$ cat config.mk
export PLATFORM = sky130hd
export DESIGN_NAME = prt_dptx_trn_gen
export DESIGN_NICKNAME = d
export VERILOG_FILES = /design/src/rtl/prt_dptx_pkg.sv /design/src/rtl/prt_dp_scrm.sv /design/src/rtl/prt_dptx_trn_gen.sv
export SDC_FILE = /design/constraint.sdc
export NUM_CORES = 1
export LEC_CHECK = 0
export BUFFER_PORTS_ARGS = -buffer_cell sky130_fd_sc_hd__clkbuf_2
export CAP_MARGIN = 10
export CORE_UTILIZATION = 50
export CTS_CLUSTER_DIAMETER = 120
export CTS_CLUSTER_SIZE = 10
export DETAILED_ROUTE_END_ITERATION = 8
export PLACE_DENSITY = 0.77
export SYNTH_ARGS = -nofsm -noshare
export SYNTH_HDL_FRONTEND = slang
export SYNTH_HIERARCHICAL = 1
export SYNTH_SLANG_ARGS = --single-unit
$ cat constraint.sdc
create_clock -name LNK_CLK_IN -period 7.65 [get_ports LNK_CLK_IN]
set_input_delay 1.1475 -clock LNK_CLK_IN [delete_from_list [all_inputs] [get_ports LNK_CLK_IN]]
set_output_delay 1.1475 -clock LNK_CLK_IN [all_outputs]
set_load 0.02 [all_outputs]
$ cat src/rtl/prt_dptx_pkg.sv
// Shared symbol constants and pattern types for the DP TX training generator.
// Symbols are 9 bits: bit 8 = K flag, bits 7:0 = code byte.
package prt_dptx_pkg;

    typedef enum logic [1:0] {
        TPS_OFF  = 2'd0,
        TPS1     = 2'd1,
        TPS2     = 2'd2,
        TPS_IDLE = 2'd3
    } tps_t;

    localparam logic [8:0] SYM_D0_0  = 9'h000;
    localparam logic [8:0] SYM_D10_2 = 9'h04A;
    localparam logic [8:0] SYM_D11_6 = 9'h0CB;
    localparam logic [8:0] SYM_K28_5 = 9'h1BC;
    localparam logic [8:0] SYM_SR    = 9'h11C;

    localparam int TPS2_LEN = 10;

    // Element 0 is the rightmost entry: K28.5, D11.6, K28.5, D11.6, D10.2 x6.
    localparam logic [TPS2_LEN-1:0][8:0] TPS2_SEQ = {
        SYM_D10_2, SYM_D10_2, SYM_D10_2,
        SYM_D10_2, SYM_D10_2, SYM_D10_2,
        SYM_D11_6, SYM_K28_5, SYM_D11_6, SYM_K28_5
    };

    // ph may exceed 9 by at most one sequence length when a clock
    // straddles the wrap point.
    function automatic logic [8:0] tps2_sym(input logic [4:0] ph);
        logic [4:0] p;
        p = (ph >= 5'(TPS2_LEN)) ? ph - 5'(TPS2_LEN) : ph;
        return TPS2_SEQ[p[3:0]];
    endfunction

endpackage

$ cat src/rtl/prt_dp_scrm.sv
// One-symbol DP scrambler step, x^16+x^5+x^4+x^3+1 Galois form, LSB first.
// Ports: lfsr_i/dat_i = state and byte in; lfsr_o/dat_o = state and byte out.
module prt_dp_scrm (
    input  logic [15:0] lfsr_i,
    input  logic [7:0]  dat_i,
    output logic [15:0] lfsr_o,
    output logic [7:0]  dat_o
);

    logic [15:0] l;
    logic        fb;

    always_comb begin
        l     = lfsr_i;
        fb    = 1'b0;
        dat_o = '0;
        for (int b = 0; b < 8; b++) begin
            fb       = l[15];
            dat_o[b] = dat_i[b] ^ fb;
            l        = {l[14:0], fb} ^ {10'b0, fb, fb, fb, 3'b0};
        end
        lfsr_o = l;
    end

endmodule

$ cat src/rtl/prt_dptx_trn_gen.sv
// DP TX link-domain training / idle symbol generator (TPS1, TPS2, scrambled idle).
// Ports: LNK_CLK_IN/LNK_RST_IN clock and sync reset; CFG_* static config;
//        LNK_DAT_OUT per-lane 9-bit symbols; LNK_SOP_OUT pattern-start pulse.
module prt_dptx_trn_gen
    import prt_dptx_pkg::*;
#(
    parameter int P_LANES       = 4,
    parameter int P_SPL         = 2,
    parameter int P_SR_INTERVAL = 512
) (
    input  logic                         LNK_CLK_IN,
    input  logic                         LNK_RST_IN,
    input  logic                         CFG_EN_IN,
    input  logic [1:0]                   CFG_TPS_IN,
    input  logic [1:0]                   CFG_LANES_IN,
    output logic [P_LANES*P_SPL*9-1:0]   LNK_DAT_OUT,
    output logic                         LNK_SOP_OUT
);

    localparam int PH_W = $clog2(P_SR_INTERVAL);

    tps_t                       tps_in;
    tps_t                       tps_q;
    logic                       en_q;
    logic [PH_W-1:0]            ph_q, ph_d, ph_base;
    logic [15:0]                lfsr_q, lfsr_d, lfsr_base;
    logic [P_LANES*P_SPL*9-1:0] dat_q, dat_d;
    logic                       sop_q, sop_d;
    logic                       restart;
    logic [2:0]                 n_act;

    logic [P_SPL-1:0]           is_sr;
    logic [15:0]                lfsr_c   [P_SPL+1];
    logic [15:0]                scr_lfsr [P_SPL];
    logic [7:0]                 scr_dat  [P_SPL];
    logic [8:0]                 sym      [P_SPL];

    assign tps_in = tps_t'(CFG_TPS_IN);

    // A new pattern (or a fresh enable) always starts from phase 0 with a
    // seeded scrambler, so no partial sequence is ever spliced in.
    assign restart   = !en_q || (tps_in != tps_q);
    assign ph_base   = restart ? '0 : ph_q;
    assign lfsr_base = restart ? 16'hFFFF : lfsr_q;

    assign lfsr_c[0] = lfsr_base;

    for (genvar j = 0; j < P_SPL; j++) begin : g_scr
        // The interval is a multiple of P_SPL, so SR can only land on symbol 0.
        if (j == 0) begin : g_sr0
            assign is_sr[j] = (ph_base == '0);
        end else begin : g_srn
            assign is_sr[j] = 1'b0;
        end

        prt_dp_scrm u_scrm (
            .lfsr_i (lfsr_c[j]),
            .dat_i  (8'h00),
            .lfsr_o (scr_lfsr[j]),
            .dat_o  (scr_dat[j])
        );

        // SR reseeds the scrambler for the symbol that follows it.
        assign lfsr_c[j+1] = is_sr[j] ? 16'hFFFF : scr_lfsr[j];
    end

    always_comb begin
        for (int j = 0; j < P_SPL; j++) begin
            sym[j] = SYM_D0_0;
            unique case (tps_in)
                TPS_OFF:  sym[j] = SYM_D0_0;
                TPS1:     sym[j] = SYM_D10_2;
                TPS2:     sym[j] = tps2_sym(5'(ph_base[3:0]) + 5'(j));
                TPS_IDLE: sym[j] = is_sr[j] ? SYM_SR : {1'b0, scr_dat[j]};
            endcase
        end
    end

    always_comb begin
        case (CFG_LANES_IN)
            2'd0:    n_act = 3'd1;
            2'd1:    n_act = 3'd2;
            default: n_act = 3'd4;
        endcase
    end

    always_comb begin
        dat_d = '0;
        for (int i = 0; i < P_LANES; i++) begin
            for (int j = 0; j < P_SPL; j++) begin
                if (CFG_EN_IN && (3'(i) < n_act)) begin
                    dat_d[(i*P_SPL+j)*9 +: 9] = sym[j];
                end
            end
        end
    end

    always_comb begin
        ph_d   = '0;
        lfsr_d = 16'hFFFF;
        sop_d  = 1'b0;
        if (CFG_EN_IN) begin
            unique case (tps_in)
                TPS2: begin
                    sop_d = (ph_base == '0);
                    if (5'(ph_base[3:0]) + 5'(P_SPL) >= 5'(TPS2_LEN)) begin
                        ph_d = PH_W'(5'(ph_base[3:0]) + 5'(P_SPL) - 5'(TPS2_LEN));
                    end else begin
                        ph_d = PH_W'(5'(ph_base[3:0]) + 5'(P_SPL));
                    end
                end
                TPS_IDLE: begin
                    sop_d  = (ph_base == '0);
                    lfsr_d = lfsr_c[P_SPL];
                    if (ph_base == PH_W'(P_SR_INTERVAL - P_SPL)) begin
                        ph_d = '0;
                    end else begin
                        ph_d = ph_base + PH_W'(P_SPL);
                    end
                end
                TPS_OFF, TPS1: begin
                    ph_d = '0;
                end
            endcase
        end
    end

    always_ff @(posedge LNK_CLK_IN) begin
        if (LNK_RST_IN) begin
            en_q   <= 1'b0;
            tps_q  <= TPS_OFF;
            ph_q   <= '0;
            lfsr_q <= 16'hFFFF;
            dat_q  <= '0;
            sop_q  <= 1'b0;
        end else begin
            en_q   <= CFG_EN_IN;
            tps_q  <= tps_in;
            ph_q   <= ph_d;
            lfsr_q <= lfsr_d;
            dat_q  <= dat_d;
            sop_q  <= sop_d;
        end
    end

    assign LNK_DAT_OUT = dat_q;
    assign LNK_SOP_OUT = sop_q;

endmodule

==> results of run 1 <==
metrics by stage:
step	hold WS (ns)	util [%]	setup slack, ns
2_1_floorplan	0.501	-	4.08
3_3_place_gp	0.525	56.9	3.04
3_5_place_dp	0.550	56.9	3.00
4_1_cts	0.575	59.3	3.38
5_1_grt	0.611	59.3	3.05
6_report	0.569	59.3	3.31
worst min-delay path, stage by stage (launching register included):
cell     delay [ns]
dfxtp_1        0.38
xor2_1         0.08
nor2_1         0.07
cells by family after synthesis:
| family | after synthesis | synth area share (%) |
|---|---|---|
| AOI/OAI and AO/OA | 52 | 8.94 |
| adders and majority gates | 6 | 1.74 |
| muxes | 2 | 0.463 |
| xor gates and xnor gates | 69 | 14.7 |
| and+or+nand+nor | 183 | 21.8 |
| DFF | 101 | 46.7 |
| other | 1 | 0.0867 |
| buffers and inverters | 47 | 5.58 |
flip-flops by register name (all words and copies together), names as in the netlist:
name,count
en_q,1
LNK_SOP_OUT,1
ph_q,9
lfsr_q,16
tps_q,2
LNK_DAT_OUT,72
area by class of cell:
cell class	instances	area (um^2)	area share (%)
Inverter	12	45.0	0.915
Sequential cell	101	2020	41.1
Timing Repair Buffer	80	403	8.18
Clock buffer	10	138	2.80
Tap cell	105	131	2.67
Clock inverter	6	66.3	1.35
Multi-Input combinational cell	328	2120	43.0
power by group through the flow:
stage | registers, mW | clock network [mW] | logic, mW
floorplan | 0.570 | 0 | 0.0404
global placement | 0.556 | 0 | 0.0771
detailed placement | 0.556 | 0 | 0.0779
CTS | 0.544 | 0.343 | 0.0781
global route | 0.546 | 0.365 | 0.0861
finish | 0.544 | 0.338 | 0.0779
routing by layer:
metal | vias up | track usage, % | wire (um)
met2 | 81 | 35.4 | 4600
met3 | 11 | 5.42 | 386
li1 | 1611 | - | -
met5 | - | 0 | 0
met4 | 0 | 7.45 | 148
met1 | 1507 | 28.6 | 4170
cells in the final DEF (no fill, tap or decap), types with 3 or more instances in the layout:
cell,netlist,layout
xnor2_1,36,36
inv_8,0,3
a21oi_1,12,12
xor2_1,29,29
o21ai_0,8,8
nand2_1,29,29
nor2b_1,7,7
inv_1,10,10
nor3_2,3,3
and3_1,3,3
ha_1,6,6
nand3_1,11,11
xor2_2,4,4
dfxtp_1,101,101
conb_1,1,16
clkbuf_2,0,79
nand2b_1,39,39
a21boi_0,4,4
nor2_1,49,49
or3_1,16,16
and2_1,9,9
nor3_1,8,8
o21a_1,3,3
clkbuf_8,0,10
worst paths after layout:
kind / end / slack (ns) / cells after the start
max: lfsr_q[5] / 3.31 / 10
min: ph_q[7] / 0.57 / 2
max reg2reg: lfsr_q[5] / 4.12 / 9
min reg2reg: ph_q[7] / 0.57 / 2
==> flow_metrics.tcl, run 1 <==
set metrics [dict create \
    grt_usage_pct 21.9 \
    cp_slowest_stage_delay_ns 0.90 \
    crit_start "CFG_TPS_IN[0]" \
    slew_violations 0 \
    r2r-start "tps_q[0]" \
    die_area_mm2 0.00903 \
    dp.cells 626 \
    p_sw_share_pct 27.0 \
    port-buffer-count 79 \
    syn_inst 461 \
    pwr-share-seq_pct 56.7 \
    synth.most_common_cell "dfxtp_1" \
    initial_utilization_pct 52.1 \
    numCtsBuffers 9 \
    drtPass1Iterations 6 \
    grt_pass1_vias 3041 \
    ys_seq_elements 101 \
    synth_area_per_cell_um2 9.38 \
    wire_per_inst_um 14.5 \
    cap_violations 0 \
    drc_errors 0 \
    clock_skew_ns 0.0103 \
    crit_path_top_delay_cell "and3_1" \
    cp_max_fo 30 \
    final_cells 642 \
    first_iter_violations 156 \
    power_per_cell_area_mw_per_mm2 195 \
    pin_count 80 \
    ys.flop_type "dfxtp_1" \
    hold_violations 0 \
    core-area_mm2 0.00830 \
    total_power_mw 0.960 \
    combinationalPowerShare_pct 8.1 \
    crit_buf_inv 1 \
    worstMarginPinSlew_ns 1.05 \
    vdd_drop_max_mv 0.110 \
    area_growth_pct 13.8 \
    htree_levels 3 \
    cts_setup_buffers 0 \
    p_int_mw 0.701 \
    synth_common_cells "dfxtp_1, nor2_1, nand2b_1" \
    min_period_over_period_pct 56.8 \
    clkSinkCount 101 \
    synth_top_cell_area_share_pct 46.7 \
    grt_max_degree 31 \
    ctsRootBufferMaster "clkbuf_8" \
    grt_antenna_before_repair 0 \
    fin_area_mm2 0.00492 \
    power_frac_clock_pct 35.2 \
    critical-path-top-delay-family "simple AND/OR/NAND/NOR gates" \
    die_w_um 95.0 \
    clk_pin_slew_ns 0.10 \
    clk_latency_ns 0.37 \
    yosysWarnings 6 \
    die_h_um 95.0 \
    grt_pass1_wl_um 15000 \
    yosysTopAreaCell "dfxtp_1" \
    placed_cell_area_mm2 0.00472 \
    cts_tree "done" \
    p_leak_nw 2.05 \
    rows 33 \
    cts_resized 0 \
    setup_tns_ns 0 \
    gp_congestion 0.860 \
    cts_hold_buffers 0 \
    max_freq_ghz 0.230 \
    arrival_ns 4.60 \
    wl_um 9300 \
    drtAntennaViolNets 0 \
    min_from "ph_q[7]" \
    syn-cell-area_mm2 0.00433 \
    dp_hpwl_um 6880 \
    grt_overflow 0 \
    yosysSeqAreaShare_pct 46.7 \
    synth_edf_count 0 \
    critPathRequiredTime_ns 7.91 \
    grt_setup_unrepaired "no" \
    ys_types 55 \
    status "complete, no violations" \
    min_period_ns 4.34 \
    clock_path_buffers 2 \
    async_reset_ff_share_pct 0 \
    worstSetupPathType "input pin to register" \
    setup_viol 0 \
    final_nets 545 \
    cp-end-kind "register" \
    critPathLaunchType "input pin" \
    power_switching_mw 0.259 \
    max-slew-margin-rel_pct 29.7 \
    worstPathCellList "clkbuf_2, xnor2_1, and3_1, nand2b_1, xor2_2, xnor2_1, nand2b_1, xnor2_1, xnor2_1, or3_1" \
    hp-class "register to register" \
    fillerInstances 730 \
    antenna_cells 0 \
    crit_top_cell "xnor2_1" \
    yosys-top-cells-area "dfxtp_1, xnor2_1, xor2_1, nand2b_1, nor2_1" \
    routed-via-count 3210 \
    viasPerCell 5.00 \
    drive_gt1_share_pct 20.7 \
]
Power figures use the tool's default switching activity.
==> inputs of run 2 (changes only) <==
--- a/config.mk
+++ b/config.mk
@@ -11,7 +11,7 @@
 export CTS_CLUSTER_DIAMETER = 120
 export CTS_CLUSTER_SIZE = 10
 export DETAILED_ROUTE_END_ITERATION = 8
-export PLACE_DENSITY = 0.77
+export PLACE_DENSITY = 0.8
 export SYNTH_ARGS = -nofsm -noshare
 export SYNTH_HDL_FRONTEND = slang
 export SYNTH_HIERARCHICAL = 1
==> constraint.sdc (replaced) <==
create_clock -name LNK_CLK_IN -period 3.85 [get_ports LNK_CLK_IN]
set_input_delay 0.5775 -clock LNK_CLK_IN [delete_from_list [all_inputs] [get_ports LNK_CLK_IN]]
set_output_delay 0.5775 -clock LNK_CLK_IN [all_outputs]
set_load 0.02 [all_outputs]
==> run 2 against run 1 <==
Hold slack worse by 0.17 ns. Clock power is 92% higher. Design area is 0.66% higher. Combinational power is 100% higher. Sequential share of layout area is 0.27 points lower. Highest routed layer unchanged. Critical endpoint is now LNK_DAT_OUT[56]. Non-clock buffer count is 5 higher. Die area stayed put.
==> flow_metrics.tcl, run 2 (synthesized netlist as in run 1, its figures left out) <==
set metrics [dict create \
    routed-via-count 3228 \
    drc_errors 0 \
    cts_tree "done" \
    slew_violations 0 \
    die_area_mm2 0.00903 \
    cp-end-kind "register" \
    dp_hpwl_um 6830 \
    final_nets 550 \
    area_growth_pct 14.6 \
    grt_max_degree 29 \
    vdd_drop_max_mv 0.212 \
    fillerInstances 687 \
    drtAntennaViolNets 0 \
    grt_pass1_wl_um 14600 \
    die_h_um 95.0 \
    initial_utilization_pct 52.1 \
    status "complete, no violations" \
    final_common_cell "dfxtp_1" \
    critPathRequiredTime_ns 4.06 \
    die_w_um 95.0 \
    seq_area_mm2 0.00202 \
    viasPerCell 4.99 \
    min_period_over_period_pct 80.9 \
    p_int_mw 1.38 \
    core-area_mm2 0.00830 \
    r2r_slack_ns 0.81 \
    r2r-end "LNK_DAT_OUT[56]" \
    worstSetupPathType "input pin to register" \
    clock_skew_ns 0.0155 \
    r2r_cells 10 \
    combinationalPowerShare_pct 8.4 \
    grt_overflow 0 \
    clk_pin_slew_ns 0.11 \
    setup_viol 0 \
    pwr-share-seq_pct 57.2 \
    wl_um 9120 \
    antenna_cells 0 \
    wire_per_inst_um 14.1 \
    arrival_ns 3.33 \
    setup_tns_ns 0 \
    cap_violations 0 \
    grt_pass1_vias 3061 \
    grt_usage_pct 21.4 \
    port-buffer-count 79 \
    pin_count 80 \
    clock_path_buffers 2 \
    numCtsBuffers 9 \
    rows 33 \
    power_per_cell_area_mw_per_mm2 381 \
    p_leak_nw 2.07 \
    final_cell_mix "dfxtp_1, clkbuf_2, nor2_1" \
    clk_latency_ns 0.37 \
    total_power_mw 1.89 \
    htree_levels 3 \
    critPathLaunchType "input pin" \
    ctsRootBufferMaster "clkbuf_8" \
    grt_setup_unrepaired "no" \
    drtPass1Iterations 4 \
    r2r-start "tps_q[0]" \
    hold_violations 0 \
    power_frac_clock_pct 34.4 \
    worstMarginPinSlew_ns 0.790 \
    min_path_cells 2 \
    multi_input_area_mm2 0.00212 \
    first_iter_violations 201 \
    power_switching_mw 0.511 \
    gp_congestion 0.905 \
    min_from "LNK_RST_IN" \
    clkSinkCount 101 \
    cts_hold_buffers 0 \
    grt_antenna_before_repair 0 \
    largest_reg_flops 72 \
    max-slew-margin-rel_pct 47.0 \
    p_sw_share_pct 27.1 \
    cp_max_fo 24 \
    cts_resized 0 \
    min_period_ns 3.11 \
    max_freq_ghz 0.321 \
    cts_setup_buffers 0 \
    drive_gt1_share_pct 21.4 \
    hp-class "input pin to register" \
    whs_endpoint "tps_q[0]" \
]
-- run 2: metal layers --
metal	routed length, um	part of all wire [%]	global-route usage (%)	up-vias
met4	181	2.0	8.33	0
met5	0	0	0	-
li1	-	-	-	1614
met3	433	4.7	4.31	15
met1	4130	45	27.7	1502
met2	4370	48	35.0	97
-- run 2: final cells by class --
type,instances,area share [%]
clock buffer,9,2.50
clock inverter,7,1.51
inverter,12,0.909
multi-input combinational,328,42.7
sequential,101,40.8
tap,105,2.65
timing repair buffer,85,8.89
-- run 2: power groups by stage --
stage,registers (mW),clock network [mW],logic [mW]
floorplan,1.13,0,0.0802
global placement,1.10,0,0.154
detailed placement,1.11,0,0.158
CTS,1.08,0.660,0.158
global route,1.08,0.706,0.175
finish,1.08,0.650,0.158
-- run 2: critical path: stages --
cell	delay, ns
clkbuf_2	0.19
xnor2_1	0.27
and3_1	0.35
buf_4	0.33
nand2_1	0.14
ha_1	0.31
nand2_1	0.06
a211o_1	0.17
a21oi_2	0.10
o21ai_1	0.65
a21boi_0	0.19
-- run 2: worst max path at each step --
stage | depth (start not counted) | slack (ns) | endpoint | from
global placement | 12 | 0.52 | LNK_DAT_OUT[46] | CFG_TPS_IN[1]
floorplan | 11 | 0.85 | lfsr_q[5] | CFG_TPS_IN[1]
global route | 12 | 0.40 | LNK_DAT_OUT[49] | CFG_TPS_IN[1]
CTS | 12 | 0.75 | LNK_DAT_OUT[28] | CFG_TPS_IN[1]
finish | 11 | 0.74 | LNK_DAT_OUT[56] | CFG_TPS_IN[1]
detailed placement | 12 | 0.35 | LNK_DAT_OUT[28] | CFG_TPS_IN[1]
-- run 2: stage by stage --
step	hold slack (ns)	utilization, %	area [um^2]	worst slack, ns	std cells
floorplan	0.501	-	4380	0.848	476
global placement	0.532	57.3	4760	0.524	631
detailed placement	0.553	57.3	4760	0.350	631
CTS	0.392	59.7	4960	0.749	647
global route	0.399	59.7	4960	0.395	647
finish	0.403	59.7	4960	0.735	647
==> inputs of run 3 (changes only) <==
--- a/config.mk
+++ b/config.mk
@@ -11,7 +11,7 @@
 export CTS_CLUSTER_DIAMETER = 120
 export CTS_CLUSTER_SIZE = 10
 export DETAILED_ROUTE_END_ITERATION = 8
-export PLACE_DENSITY = 0.8
+export PLACE_DENSITY = 0.77
 export SYNTH_ARGS = -nofsm -noshare
 export SYNTH_HDL_FRONTEND = slang
 export SYNTH_HIERARCHICAL = 1
==> constraint.sdc (replaced) <==
create_clock -name LNK_CLK_IN -period 3.2 [get_ports LNK_CLK_IN]
set_input_delay 0.48 -clock LNK_CLK_IN [delete_from_list [all_inputs] [get_ports LNK_CLK_IN]]
set_output_delay 0.48 -clock LNK_CLK_IN [all_outputs]
set_load 0.02 [all_outputs]
==> run 3 against run 2 <==
Clock power increased by 32%. Count of clock-buffer cells in the layout stayed put. Hold slack lost 0.087 ns. Register-to-register slack got worse by 0.45 ns. Sequential cell count is the same. Non-clock buffer count up 2. Setup slack got worse by 0.38 ns. Sequential power rose by 20%. Global-route usage grew 1.0 points. Largest cell class unchanged.
==> flow_metrics.tcl, run 3 (synthesized netlist as in run 1, its figures left out) <==
set metrics [dict create \
    core-area_mm2 0.00830 \
    cts_setup_buffers 0 \
    worstPathCellList "xnor2_1, and3_1, buf_12, nand2_1, inv_1, ha_1, xor2_1, mux2i_1, o221ai_4, a22oi_2, nor2_1" \
    clk_latency_ns 0.37 \
    min_period_ns 2.84 \
    grt_max_degree 31 \
    fillerInstances 710 \
    status "complete, no violations" \
    routed-via-count 3320 \
    dp_hpwl_um 6980 \
    die_w_um 95.0 \
    grt_antenna_before_repair 0 \
    hp-class "input pin to register" \
    worstSetupPathType "register to register" \
    die_h_um 95.0 \
    viasPerCell 5.12 \
    drc_errors 0 \
    slew_violations 0 \
    cp_max_fo 30 \
    cp-end-kind "register" \
    die_area_mm2 0.00903 \
    fin_hold_ws_ns 0.316 \
    cap_violations 0 \
    ctsRootBufferMaster "clkbuf_8" \
    r2r_cells 11 \
    numCtsBuffers 9 \
    drive_gt1_share_pct 21.7 \
    clk_pin_slew_ns 0.10 \
    power_per_cell_area_mw_per_mm2 470 \
    cts_resized 0 \
    p_leak_nw 2.09 \
    grt_util_met1_pct 29.2 \
    grt-busiest-layer "met2" \
    initial_utilization_pct 52.1 \
    vdd_drop_max_mv 0.345 \
    crit_path_top_delay_cell "dfxtp_1" \
    largest_reg_flops 72 \
    cts_tree "done" \
    grtUsageMet2_pct 37.4 \
    pin_count 80 \
    wl_um 9460 \
    rows 33 \
    met3_usage_pct 4.55 \
    htree_levels 3 \
    clkSinkCount 101 \
    critPathLaunchType "register" \
    grt_overflow 0 \
    final_common_cell "dfxtp_1" \
    min_path_cells 2 \
    setup_tns_ns 0 \
    gp_congestion 0.797 \
    final_cell_mix "dfxtp_1, clkbuf_2, nor2_1" \
    port-buffer-count 79 \
    max_freq_ghz 0.352 \
    max-slew-margin-rel_pct 48.6 \
    grt_pass1_vias 3246 \
    min_period_over_period_pct 88.9 \
    grt_usage_pct 22.4 \
    area_growth_pct 15.6 \
    first_iter_violations 192 \
    drtAntennaViolNets 0 \
    setup_viol 0 \
    drtPass1Iterations 5 \
    fin_area_mm2 0.00500 \
    worstMarginPinSlew_ns 0.765 \
    wire_per_inst_um 14.6 \
    grt_setup_unrepaired "no" \
    clock_skew_ns 0.0137 \
    total_power_mw 2.35 \
    arrival_ns 3.10 \
    cts_hold_buffers 0 \
    critPathRequiredTime_ns 3.46 \
    placed_cell_area_mm2 0.00478 \
    cp_slowest_stage_delay_ns 0.40 \
    clock_path_buffers 2 \
    antenna_cells 0 \
    hold_violations 0 \
    final_nets 552 \
    grt_pass1_wl_um 15600 \
]
run 3: worst paths after layout:
check,from,to,slack [ns]
max,tps_q[0],LNK_DAT_OUT[33],0.36
min,LNK_RST_IN,tps_q[1],0.32
max reg2reg,tps_q[0],LNK_DAT_OUT[33],0.36
min reg2reg,ph_q[7],ph_q[7],0.56
run 3: worst max-delay path, delay by kind of cell, from the launching register on:
kind	cells	cell delay, ns
AOI/OAI and AO/OA	2	0.56
xor gates and xnor gates	2	0.43
and+or+nand+nor	3	0.42
DFF	1	0.40
adders and majority gates	1	0.32
buffers and inverters	2	0.31
muxes	1	0.30
run 3: stage by stage:
step,util [%],instances,setup slack (ns)
floorplan,-,476,0.296
global placement,57.7,633,0.211
detailed placement,57.7,633,0.0883
CTS,60.3,649,0.373
global route,60.3,649,0.143
finish,60.3,649,0.356
run 3: power breakdown:
group	internal, mW	switching (mW)
clock	0.383	0.477
combinational	0.0620	0.131
sequential	1.29	0.0121
run 3: per-layer routing:
layer / up-vias / share of wire, %
met2: 116 / 49
met5: - / 0
li1: 1623 / -
met1: 1566 / 44
met3: 15 / 5.5
met4: 0 / 1.8
run 3: final cells by class:
class | instances | area, um^2 | share of cell area, %
clock buffer | 9 | 124 | 2.48
sequential | 101 | 2020 | 40.4
inverter | 12 | 45.0 | 0.900
multi-input combinational | 328 | 2120 | 42.3
clock inverter | 7 | 93.8 | 1.88
tap | 105 | 131 | 2.63
timing repair buffer | 87 | 468 | 9.35
